`config.mk`:
```
export PLATFORM = sky130hd
export DESIGN_NAME = pc_run_controller
export DESIGN_NICKNAME = d
export VERILOG_FILES = /design/src/rtl/pc_run_controller.sv
export SDC_FILE = /design/constraint.sdc
export NUM_CORES = 1
export LEC_CHECK = 0
export ABC_AREA = 0
export ABC_CLOCK_PERIOD_IN_PS = 1530
export BUFFER_PORTS_ARGS = -buffer_cell sky130_fd_sc_hd__buf_2
export CAP_MARGIN = 20
export CORE_UTILIZATION = 45
export CTS_BUF_LIST = sky130_fd_sc_hd__clkbuf_2 sky130_fd_sc_hd__clkbuf_4 sky130_fd_sc_hd__clkbuf_8
export DETAILED_ROUTE_END_ITERATION = 6
export PLACE_DENSITY = 0.71
export SYNTH_ARGS = -nofsm -noshare
export SYNTH_HDL_FRONTEND = slang
export SYNTH_SLANG_ARGS = --single-unit
```
`constraint.sdc`:
```
create_clock -name clk -period 1.53 [get_ports clk]
set_input_delay 0.306 -clock clk [delete_from_list [all_inputs] [get_ports clk]]
set_output_delay 0.306 -clock clk [all_outputs]
set_load 0.1 [all_outputs]
```
`src/rtl/pc_run_controller.sv`:
```
// -----------------------------------------------------------------------------
// pc_run_controller
//
// Run/step/halt sequencer for the single-cycle core's program counter. Each
// cycle it decides whether the PC may load its next address, based on the
// operator controls (run, stop, single-step button), the decoded HALT
// instruction and, optionally, an address breakpoint. It also keeps a
// saturating count of executed instructions for the board display.
//
// Optional feature macro: PC_RUN_CTRL_BREAKPOINT_EN
//   Defined   -> bp_addr / bp_valid ports exist and RUN stops (to IDLE) when
//                the PC reaches an armed breakpoint address.
//   Undefined -> no breakpoint ports; RUN leaves only on halt or stop.
//
// Parameters:
//   CNT_W   width of the executed-instruction counter
//   ADDR_W  instruction address width (must match the PC)
//
// Ports:
//   clk             system clock, rising edge
//   reset_n         asynchronous active-low reset
//   run_req         level, start free-running execution from IDLE
//   stop_req        level, stop free-running execution
//   step_btn        raw asynchronous push-button, one instruction per press
//   halt_inst       decode: instruction at curr_inst_addr is HALT
//   curr_inst_addr  current PC value
//   bp_addr         breakpoint address            (macro only)
//   bp_valid        breakpoint enable             (macro only)
//   pc_enable       PC advances this cycle (combinational)
//   pc_halt         always ~pc_enable
//   state           IDLE=00, RUN=01, STEP=10, HALTED=11
//   inst_count      saturating count of cycles with pc_enable=1
// -----------------------------------------------------------------------------
module pc_run_controller #(
    parameter int unsigned CNT_W  = 16,
    parameter int unsigned ADDR_W = 5
) (
    input  logic              clk,
    input  logic              reset_n,
    input  logic              run_req,
    input  logic              stop_req,
    input  logic              step_btn,
    input  logic              halt_inst,
    input  logic [ADDR_W-1:0] curr_inst_addr,
`ifdef PC_RUN_CTRL_BREAKPOINT_EN
    input  logic [ADDR_W-1:0] bp_addr,
    input  logic              bp_valid,
`endif
    output logic              pc_enable,
    output logic              pc_halt,
    output logic [1:0]        state,
    output logic [CNT_W-1:0]  inst_count
);

    typedef enum logic [1:0] {
        S_IDLE   = 2'b00,
        S_RUN    = 2'b01,
        S_STEP   = 2'b10,
        S_HALTED = 2'b11
    } state_t;

    localparam logic [CNT_W-1:0] CNT_MAX = '1;

    state_t cur_state;
    state_t nxt_state;
    logic   advance;
    logic   bp_hit;

    // Step button synchronizer and rising-edge detector.
    logic step_sync1;
    logic step_sync2;
    logic step_prev;
    logic step_pulse;

    always_ff @(posedge clk or negedge reset_n) begin
        if (!reset_n) begin
            step_sync1 <= 1'b0;
            step_sync2 <= 1'b0;
            step_prev  <= 1'b0;
        end else begin
            step_sync1 <= step_btn;
            step_sync2 <= step_sync1;
            step_prev  <= step_sync2;
        end
    end

    assign step_pulse = step_sync2 & ~step_prev;

`ifdef PC_RUN_CTRL_BREAKPOINT_EN
    // Breakpoint is disarmed after it stops RUN so that resuming executes the
    // instruction at the breakpoint address before it can fire again.
    logic bp_armed;
    logic bp_leave;

    assign bp_hit   = bp_valid && bp_armed && (curr_inst_addr == bp_addr);
    assign bp_leave = (cur_state == S_RUN) && !halt_inst && !stop_req && bp_hit;

    always_ff @(posedge clk or negedge reset_n) begin
        if (!reset_n) begin
            bp_armed <= 1'b1;
        end else if (advance) begin
            bp_armed <= 1'b1;
        end else if (bp_leave) begin
            bp_armed <= 1'b0;
        end
    end
`else
    logic unused_addr;

    assign bp_hit      = 1'b0;
    assign unused_addr = ^curr_inst_addr;
`endif

    // Next-state and advance decision (advance is Mealy so stop/halt act
    // within the same cycle).
    always_comb begin
        nxt_state = cur_state;
        advance   = 1'b0;
        unique case (cur_state)
            S_IDLE: begin
                if (step_pulse) begin
                    nxt_state = S_STEP;
                end else if (run_req) begin
                    nxt_state = S_RUN;
                end
            end
            S_RUN: begin
                advance = !halt_inst && !stop_req && !bp_hit;
                if (halt_inst) begin
                    nxt_state = S_HALTED;
                end else if (stop_req || bp_hit) begin
                    nxt_state = S_IDLE;
                end
            end
            S_STEP: begin
                advance = !halt_inst;
                if (halt_inst) begin
                    nxt_state = S_HALTED;
                end else begin
                    nxt_state = S_IDLE;
                end
            end
            S_HALTED: begin
                nxt_state = S_HALTED;
            end
            default: begin
                nxt_state = S_IDLE;
            end
        endcase
    end

    // State register.
    always_ff @(posedge clk or negedge reset_n) begin
        if (!reset_n) begin
            cur_state <= S_IDLE;
        end else begin
            cur_state <= nxt_state;
        end
    end

    // Saturating executed-instruction counter, updated with the PC.
    always_ff @(posedge clk or negedge reset_n) begin
        if (!reset_n) begin
            inst_count <= '0;
        end else if (advance && (inst_count != CNT_MAX)) begin
            inst_count <= inst_count + CNT_W'(1);
        end
    end

    assign pc_enable = advance;
    assign pc_halt   = ~advance;
    assign state     = 2'(cur_state);

endmodule

```
# After elaboration in Yosys (flattened, before gate mapping)
# Cells that the tools add are included.
# totals
ff_bits,21
input_bits,11
out_inout_bits,20
elab_cells,28
# classes
addsub,1
eq_ne,6
mux,7
bitwise_logic,3
reduce_logical,6
# ops
op,n
"16-bit by 1-bit adder with 16-bit output, second input constant",1
"16-bit != test, second input constant",1
2-bit two-way mux,5
2-bit case mux with 4 select lines,1
"3-bit != test, second input constant",2
"2-bit equality test, second input constant",2
"2-bit by 1-bit equality test with 1-bit output, second input constant",1
1-bit logical AND,2
1-bit zero test,2
2-bit zero test,1
1-bit NOT,2
1-bit case mux with 2 select lines,1
2-bit AND reduction,1
1-bit bitwise AND,1

# Longest topological paths before layout
# Gate-level depths: netlist (run 1).
# logic_depth
ltp_word,4
ltp_mapped,6
depth_no_buf,6

# Worst setup path after synthesis (run 1)
# OpenSTA, ideal clock, no wires.
# synth_timing
kind,reg-to-output
start,reg cur_state[1] (netlist: state[1])
end,out pc_enable
arrival_ns,4.121
t_required_ns,1.224
setup_slack_ns,-2.897
stages_incl_launch_ff,6
path_buffers,0
path_cell_list,dfrtp_1 -> inv_1 -> ha_1 -> nor2b_1 -> o21ai_1 -> inv_1
# synth_via
elab_chain_len,2
elab_cells_between_ends,3
# synth_rtl
element,line_no,source
"start, declared",64,state_t cur_state;
"start signal, assigned",157,cur_state <= nxt_state;
2-bit equality test or 2-bit by 1-bit equality test with 1-bit output (tied branches),119,unique case (cur_state)
1-bit case mux with 2 select lines (*),119,
"end, declared",49,"output logic pc_enable,"
# Mark *: on every way between the ends. The rest lies on a longest branch, timed or not.

# Worst setup path in the final report (run 1)
# layout_timing
start,reg cur_state[0] (netlist: state[0])
end,out pc_enable
# The elaborated chain is that of the path after synthesis.

==> results of run 1 <==
==> layer usage <==
layer	vias to the layer above	share of wire, %	wire length (um)	global-route usage, %
met5	-	0	0	0
met4	0	4.4	193	9.46
met2	74	52	2250	50.2
li1	478	-	-	-
met3	22	6.8	295	3.87
met1	562	37	1610	34.3
==> stage by stage <==
step           TNS [ns]  util [%]  hold WS [ns]
2_1_floorplan     -8.26         -        0.0104
3_3_place_gp      -2.53      76.1         0.281
3_5_place_dp      -3.16      76.1         0.291
4_1_cts           -4.42      88.0        0.0949
5_1_grt           -7.36      94.7        0.0755
6_report          -6.73      94.7        0.0886
==> cells in the final DEF (no fill, tap or decap), drive strengths merged <==
master / Yosys / final
nand4: 5 / 5
and4: 3 / 3
nor3: 9 / 9
xor2: 15 / 15
inv: 4 / 3
buf: 0 / 61
o211ai: 1 / 1
a211oi: 1 / 1
dfrtp: 21 / 21
clkbuf: 0 / 6
and3b: 1 / 1
mux2: 3 / 3
ha: 6 / 6
nand2: 4 / 4
nor2b: 4 / 4
o2111ai: 1 / 1
a21oi: 2 / 2
clkinvlp: 0 / 1
nor3b: 3 / 3
nor4b: 1 / 1
dlygate4sd3: 0 / 1
nand3: 3 / 3
o21ai: 1 / 1
nor4: 2 / 2
nor2: 5 / 5
and3: 1 / 1
==> cell families after synthesis <==
group,after synthesis,synth area share [%]
compound gates,6,3.56
simple gates,41,24.5
flops,21,48.2
xor+xnor,15,12.0
mux,3,3.44
buf+inv,4,1.38
fa+ha+maj,6,6.88
==> critical path: stages (launching register included) <==
cell and delay (ns):
dfrtp_4 0.54, inv_4 0.09, ha_4 0.20, nor2b_4 0.13, o21ai_4 0.09, clkinvlp_4 0.15
buf_12 0.18
==> flip-flops by register name, summed over array words and instances (netlist names) <==
name,cells
state,2
step_sync1,1
step_prev,1
inst_count,16
step_sync2,1
==> report_power, final <==
group	total (mW)	leakage, nW	switching (mW)	internal (mW)
registers	0.809	0.246	0.132	0.678
logic	2.45	0.730	1.37	1.08
clock network	0.304	0.0184	0.184	0.120
total	3.57	0.995	1.69	1.88
==> final timing paths <==
path / end / start / slack (ns) / cells past startpoint
worst max-delay path: pc_enable / state[0] / -0.47 / 6
worst min-delay path: step_sync1 / step_btn / 0.09 / 1
worst max register to register: state[1] / state[0] / -0.41 / 8
worst min register to register: step_sync2 / step_sync1 / 0.38 / 0
max in group asynchronous: inst_count[0] / reset_n / 0.69 / 2
min in group asynchronous: inst_count[10] / reset_n / 0.46 / 2
==> final cells by class <==
cell class / instances / share of cell area [%]
repair buffers: 64 / 31.0
clock buffers: 4 / 1.41
flip-flops and latches: 21 / 27.1
well taps: 28 / 1.64
inverters: 4 / 1.23
multi-input cells: 71 / 37.7
==> what timing repair did <==
action                                  in CTS  in global routing
gates resized for setup                     34                 13
endpoints found under the setup margin      22                 24
hold buffers                                 1                  0
endpoints found under the hold margin       21                  0
setup buffers                                7                 11
pin swaps                                   17                 16
==> impl_metrics.tcl, run 1 <==
set metrics [dict create \
    status "finished, violations left" \
    violations "negative setup slack" \
    slew_viol_final 0 \
    synth-edff-count 0 \
    nets 182 \
    power_density_mw_per_mm2 1670 \
    setup_ws_ns -0.469 \
    grt_pass1_wl_um 5260 \
    async_flop_share_pct 100 \
    path_max_fanout 3 \
    clockBufferDepth 2 \
    yosysMostFrequentCell "dfrtp_1" \
    dieArea_mm2 0.00263 \
    grt_max_degree 22 \
    worst_pin_slew_ns 0.490 \
    cp_data_arrival_time_ns 1.69 \
    synth_area_mm2 0.00109 \
    endpoint_kind "output pin" \
    numPortBuffers 25 \
    n_antenna_cell 0 \
    synth_area_per_cell_um2 11.4 \
    clk_pin_slew_worst_paths_ns 0.11 \
    synth_top_area_cell "dfrtp_1" \
    multi_input_area_um2 805 \
    n_fill_cell 58 \
    htree_num_levels 1 \
    ioPinCount 31 \
    via_per_inst 5.92 \
    grt_pass1_vias 1094 \
    design_area_mm2 0.00214 \
    antenna_left 0 \
    path_class "reg2out" \
    ys_warn_count 0 \
    skew_ns 0.0124 \
    required_ns 1.22 \
    cts-buffers-inserted 3 \
    grt.overflow.total 0 \
    fin_cells 192 \
    ys_top_cells_by_area "dfrtp_1 48%, xor2_1 12%, ha_1 6.9%" \
    rsz0062_at_grt "yes" \
    placed_area_mm2 0.00172 \
    rows 17 \
    dp.cells 170 \
    leakage_nw 0.995 \
    relSlewSlack_pct 67.4 \
    clockRootBuffer "clkbuf_4" \
    syn-num-nets 113 \
    gp_congestion 0.757 \
    drc 0 \
    final-seq-area_um2 578 \
    coreArea_mm2 0.00225 \
    insertion_delay_ns 0.32 \
    setup_viol 21 \
    cts.sinks 21 \
    cts_tree "done" \
    clock.fmax_mhz 500 \
    drtPass1Iterations 4 \
    grt_use_total_pct 28.0 \
    cp-start-kind "flop" \
    vias 1136 \
    seq_area_frac_synth_pct 48.2 \
    ys.flop_type "dfrtp_1" \
    hold_viol 0 \
    die_x_um 51.2 \
    maxCapViolations 0 \
    antenna_found_initial 0 \
    p_total_mw 3.57 \
    wl_per_cell_um 22.6 \
    post-place-ws_ns -0.232 \
    totalWireLength_um 4350 \
    synth_common_cells "21 x dfrtp_1, 15 x xor2_1, 9 x nor3_1" \
    chipHeight_um 51.2 \
    fin_crit_sh_pct 131 \
    ys_seq_elements 21 \
    ys_types 26 \
    initial_core_util_pct 48.4 \
    dr.first_iter.drc_count 37 \
    drive_gt1_share_pct 72.6 \
    hpwl_um 1920 \
    ir_drop_uv 1680 \
    synth_top_area_share_pct 48.2 \
    fin_crit_ns 2.00 \
    syn_inst 96 \
    hold_class "in2reg" \
    syn_to_final_growth_pct 95.8 \
]
Power figures use the tool's default switching activity.
==> run 2: changes to the inputs <==
--- a/config.mk
+++ b/config.mk
@@ -6,13 +6,13 @@
 export NUM_CORES = 1
 export LEC_CHECK = 0
 export ABC_AREA = 0
-export ABC_CLOCK_PERIOD_IN_PS = 1530
+export ABC_CLOCK_PERIOD_IN_PS = 2000
 export BUFFER_PORTS_ARGS = -buffer_cell sky130_fd_sc_hd__buf_2
 export CAP_MARGIN = 20
 export CORE_UTILIZATION = 45
 export CTS_BUF_LIST = sky130_fd_sc_hd__clkbuf_2 sky130_fd_sc_hd__clkbuf_4 sky130_fd_sc_hd__clkbuf_8
 export DETAILED_ROUTE_END_ITERATION = 6
-export PLACE_DENSITY = 0.71
+export PLACE_DENSITY = 0.69
 export SYNTH_ARGS = -nofsm -noshare
 export SYNTH_HDL_FRONTEND = slang
 export SYNTH_SLANG_ARGS = --single-unit
==> constraint.sdc (replaced) <==
create_clock -name clk -period 2 [get_ports clk]
set_input_delay 0.4 -clock clk [delete_from_list [all_inputs] [get_ports clk]]
set_output_delay 0.4 -clock clk [all_outputs]
set_load 0.1 [all_outputs]
==> impl_metrics.tcl, run 2 (same netlist as run 1, synthesis figures left out) <==
set metrics [dict create \
    status "finished, violations left" \
    violations "negative setup slack" \
    fin_crit_ns 2.08 \
    worst_pin_slew_ns 0.550 \
    setup_ws_ns -0.0783 \
    antenna_left 0 \
    gr-usage-met3_pct 3.87 \
    cp-start-kind "flop" \
    cpPeakStageDelay_ns 0.53 \
    crit_family "flip-flops" \
    met2_usage_pct 36.8 \
    p_sw_share_pct 50.1 \
    slew_viol_final 0 \
    chipHeight_um 51.2 \
    clockBufferDepth 2 \
    htree_num_levels 1 \
    ir_drop_uv 1040 \
    grt_use_total_pct 21.5 \
    initial_core_util_pct 48.4 \
    path_max_fanout 5 \
    leakage_nw 0.759 \
    final-seq-area_um2 553 \
    rsz0062_at_grt "yes" \
    n_fill_cell 188 \
    drc 0 \
    dp.cells 150 \
    drtPass1Iterations 4 \
    clk_pin_slew_worst_paths_ns 0.12 \
    path_class "reg2out" \
    p_seq_share_pct 29.6 \
    crit_path_cell_trace "inv_6 > ha_4 > nor2b_4 > o21ai_4 > clkinvlp_4 > buf_12" \
    grt_use_met1_pct 25.5 \
    wl_per_cell_um 14.0 \
    cp_data_arrival_time_ns 1.68 \
    coreArea_mm2 0.00225 \
    power_density_mw_per_mm2 1370 \
    rows 17 \
    fin_crit_sh_pct 104 \
    setup_tns_ns -0.135 \
    insertion_delay_ns 0.30 \
    fin_cells 163 \
    multi_input_area_um2 611 \
    cts_tree "done" \
    nets 153 \
    cts.sinks 21 \
    hold_viol 0 \
    skew_ns 0.00538 \
    maxCapViolations 0 \
    hpwl_um 1620 \
    ioPinCount 31 \
    via_per_inst 5.37 \
    grt_pass1_vias 921 \
    clockRootBuffer "clkbuf_4" \
    required_ns 1.60 \
    p_int_mw 1.02 \
    largest_register "inst_count" \
    n_antenna_cell 0 \
    power.combinational.fraction_pct 59.7 \
    gp_congestion 0.815 \
    grt_pass1_wl_um 4120 \
    dr.first_iter.drc_count 6 \
    setup_viol 2 \
    path_buf_inv 3 \
    relSlewSlack_pct 63.1 \
    r2r_slack_ns 0.14 \
    dieArea_mm2 0.00263 \
    grt-busiest-layer "met2" \
    p_sw_mw 1.02 \
    most-common-layout-cells "23 x buf_2, 16 x dfrtp_2, 15 x xor2_1" \
    pwr-share-clk_pct 10.7 \
    numPortBuffers 25 \
    totalWireLength_um 2290 \
    drive_gt1_share_pct 54.1 \
    cp_slowest_cell "dfrtp_4" \
    grt_max_degree 22 \
    antenna_found_initial 0 \
    hold_class "in2async" \
    grt.overflow.total 0 \
    endpoint_kind "output pin" \
    largest_reg_flops 16 \
    clock.fmax_mhz 481 \
    layout_commonest_cell "buf_2" \
    cts-buffers-inserted 3 \
    die_x_um 51.2 \
    vias 875 \
    syn_to_final_growth_pct 36.5 \
]
-- run 2: cell count changes in the layout (fill, tap and decap cells not counted), sizes merged --
| cell | before | now |
|---|---|---|
| dlygate4sd3 | 1 | 0 |
| buf | 61 | 35 |
| clkbuf | 6 | 4 |
-- run 2: final timing paths --
path / startpoint / to / depth (start not counted)
setup reg to reg: state[0] / inst_count[14] / 6
min in group clk: step_btn / step_sync1 / 1
hold reg to reg: step_sync1 / step_sync2 / 0
setup / recovery: state[1] / pc_enable / 6
hold / removal: reset_n / inst_count[11] / 1
max in group asynchronous: reset_n / state[1] / 1
-- run 2: metal layers --
layer  vias to the layer above  share of wire, %  routed length, um
li1                        419                 -                  -
met1                       429                46               1050
met2                        21                48               1100
met3                         6               3.7                 84
met4                         0               2.3                 52
met5                         -                 0                  0
-- run 2: repair_timing --
item,in CTS,in global routing
setup buffers,9,0
endpoints found under the setup margin,2,2
resized for setup,7,0
pin swaps,3,0
hold buffers,0,0
-- run 2: final cells by class --
type                       instances  area share (%)
multi-input combinational         71            41.0
sequential                        21            37.1
timing repair buffer              35            15.7
tap                               28            2.35
clock buffer                       4            2.02
inverter                           4            1.76
-- run 2: through the flow --
step	instance area [um^2]	setup WS [ns]	total power [mW]	utilization (%)	hold WS, ns
final	1490	-0.0783	2.04	66.0	0.0316
after global routing	1490	-0.142	2.15	66.0	0.0440
after floorplan	1160	-0.771	1.42	-	0.104
after CTS	1490	-0.0908	2.06	66.0	0.0367
after detailed placement	1360	0.0635	1.64	60.3	0.339
after global placement	1360	0.104	1.61	60.3	0.338
-- run 2: power by group through the flow --
stage	sequential (mW)	combinational (mW)	clock [mW]
after CTS	0.602	1.22	0.232
after detailed placement	0.611	1.03	0
after global routing	0.613	1.29	0.247
after floorplan	1.01	0.410	0
after global placement	0.604	1.00	0
final	0.604	1.22	0.218
==> run 3: changes to the inputs <==
--- a/config.mk
+++ b/config.mk
@@ -6,13 +6,14 @@
 export NUM_CORES = 1
 export LEC_CHECK = 0
 export ABC_AREA = 0
-export ABC_CLOCK_PERIOD_IN_PS = 2000
+export ABC_CLOCK_PERIOD_IN_PS = 1850
 export BUFFER_PORTS_ARGS = -buffer_cell sky130_fd_sc_hd__buf_2
 export CAP_MARGIN = 20
-export CORE_UTILIZATION = 45
+export CORE_UTILIZATION = 48
 export CTS_BUF_LIST = sky130_fd_sc_hd__clkbuf_2 sky130_fd_sc_hd__clkbuf_4 sky130_fd_sc_hd__clkbuf_8
 export DETAILED_ROUTE_END_ITERATION = 6
-export PLACE_DENSITY = 0.69
+export GPL_ROUTABILITY_DRIVEN = 0
+export PLACE_DENSITY = 0.75
 export SYNTH_ARGS = -nofsm -noshare
 export SYNTH_HDL_FRONTEND = slang
 export SYNTH_SLANG_ARGS = --single-unit
==> constraint.sdc (replaced) <==
create_clock -name clk -period 1.85 [get_ports clk]
set_input_delay 0.37 -clock clk [delete_from_list [all_inputs] [get_ports clk]]
set_output_delay 0.37 -clock clk [all_outputs]
set_load 0.1 [all_outputs]
==> impl_metrics.tcl, run 3 (same netlist as run 1, synthesis figures left out) <==
set metrics [dict create \
    status "finished, violations left" \
    violations "negative hold slack, negative setup slack" \
    required_ns 1.48 \
    n_antenna_cell 0 \
    slew_viol_final 0 \
    antenna_left 0 \
    drtPass1Iterations 4 \
    rows 16 \
    antenna_found_initial 0 \
    cp_slowest_cell "dfrtp_4" \
    dieArea_mm2 0.00247 \
    cts_tree "done" \
    initial_core_util_pct 53.4 \
    p_sw_mw 1.13 \
    vias 868 \
    pwr-share-clk_pct 10.9 \
    die_x_um 49.7 \
    dp.cells 151 \
    p_int_mw 1.08 \
    fin_crit_sh_pct 113 \
    cp-start-kind "flop" \
    ioPinCount 31 \
    rsz0062_at_grt "yes" \
    wl_per_cell_um 15.4 \
    numPortBuffers 25 \
    ir_drop_uv 1360 \
    fin_cells 159 \
    clock.fmax_mhz 480 \
    clk_pin_slew_worst_paths_ns 0.11 \
    grt_max_degree 22 \
    setup_ws_ns -0.232 \
    clockRootBuffer "clkbuf_4" \
    maxCapViolations 0 \
    fin_crit_ns 2.08 \
    grt.overflow.total 0 \
    finalHoldWorstSlack_ns -0.0169 \
    layout_commonest_cell "buf_2" \
    p_sw_share_pct 51.0 \
    leakage_nw 0.751 \
    endpoint_kind "output pin" \
    path_class "reg2out" \
    worst_pin_slew_ns 0.552 \
    setup_viol 3 \
    hold_viol 21 \
    cp_data_arrival_time_ns 1.71 \
    hpwl_um 1680 \
    totalWireLength_um 2440 \
    p_seq_share_pct 30.4 \
    most-common-layout-cells "23 x buf_2, 15 x xor2_1, 10 x dfrtp_2" \
    insertion_delay_ns 0.31 \
    clockBufferDepth 2 \
    fin_util_pct 74.7 \
    dr.first_iter.drc_count 3 \
    cts.sinks 21 \
    grt_pass1_vias 848 \
    skew_ns 0.00178 \
    crit_path_cell_trace "inv_4 > ha_4 > nor2b_4 > o21ai_4 > clkinvlp_4 > buf_12" \
    largest_register "inst_count" \
    nets 150 \
    chipHeight_um 49.7 \
    grt_pass1_wl_um 3880 \
    drc 0 \
    cts-buffers-inserted 3 \
    coreArea_mm2 0.00204 \
    htree_num_levels 1 \
    largest_reg_flops 16 \
    syn_to_final_growth_pct 39.8 \
    drive_gt1_share_pct 57.6 \
    relSlewSlack_pct 63.2 \
    power.combinational.fraction_pct 58.7 \
    via_per_inst 5.46 \
    cpPeakStageDelay_ns 0.53 \
    hold_class "in2async" \
    r2r_slack_ns -0.01 \
    path_max_fanout 5 \
    grt_use_total_pct 21.6 \
    power_density_mw_per_mm2 1450 \
]
## run 3: layout make-up
type / instances / area, um^2
Sequential cell: 21 / 568
Multi-Input combinational cell: 71 / 649
Clock buffer: 4 / 30.0
Tap cell: 27 / 33.8
Timing Repair Buffer: 32 / 220
Fill cell: 152 / 517
Inverter: 4 / 23.8
## run 3: critical path, delay by kind of cell (launching register included)
kind,cells,cell delay [ns]
fa+ha+maj,1,0.20
flops,1,0.53
buf+inv,3,0.43
simple gates,1,0.13
compound gates,1,0.10
## run 3: power groups by stage
stage | Sequential [mW] | Clock (mW) | Combinational (mW)
2_1_floorplan | 1.10 | 0 | 0.461
3_3_place_gp | 0.664 | 0 | 1.11
3_5_place_dp | 0.675 | 0 | 1.15
4_1_cts | 0.663 | 0.239 | 1.27
5_1_grt | 0.680 | 0.259 | 1.36
6_report | 0.672 | 0.240 | 1.30
## run 3: worst paths after layout
kind | cells past startpoint | end | start
max | 6 | pc_enable | state[1]
min | 1 | inst_count[14] | reset_n
max reg2reg | 7 | inst_count[13] | state[1]
min reg2reg | 0 | step_sync2 | step_sync1
max in group asynchronous | 1 | inst_count[11] | reset_n
min in group clk | 1 | step_sync1 | step_btn
## run 3: repair_timing
item	CTS	global route
buffers inserted	4	0
endpoints found under the setup margin	3	11
cloned	0	0
hold buffers	0	0
resized for setup	2	8
pin swaps	2	1
## run 3: metrics by stage
stage                     area, um^2  power [mW]  setup TNS (ns)  hold WS, ns  worst slack [ns]
after CTS                       1480        2.17          -0.376      0.00301            -0.204
after global placement          1400        1.78               0        0.336            0.0800
after detailed placement        1400        1.82               0        0.344            0.0109
final                           1530        2.21          -0.427      -0.0169            -0.232
after floorplan                 1180        1.57           -2.70       0.0744            -0.891
after global routing            1530        2.30          -0.727       0.0288            -0.269
## run 3: metal layers
layer	global-route usage [%]	vias up	share of wire, %
met5	0	-	0
met4	10.0	0	2.0
met3	3.70	6	2.5
met2	35.4	13	51
met1	27.6	434	44
li1	-	415	-
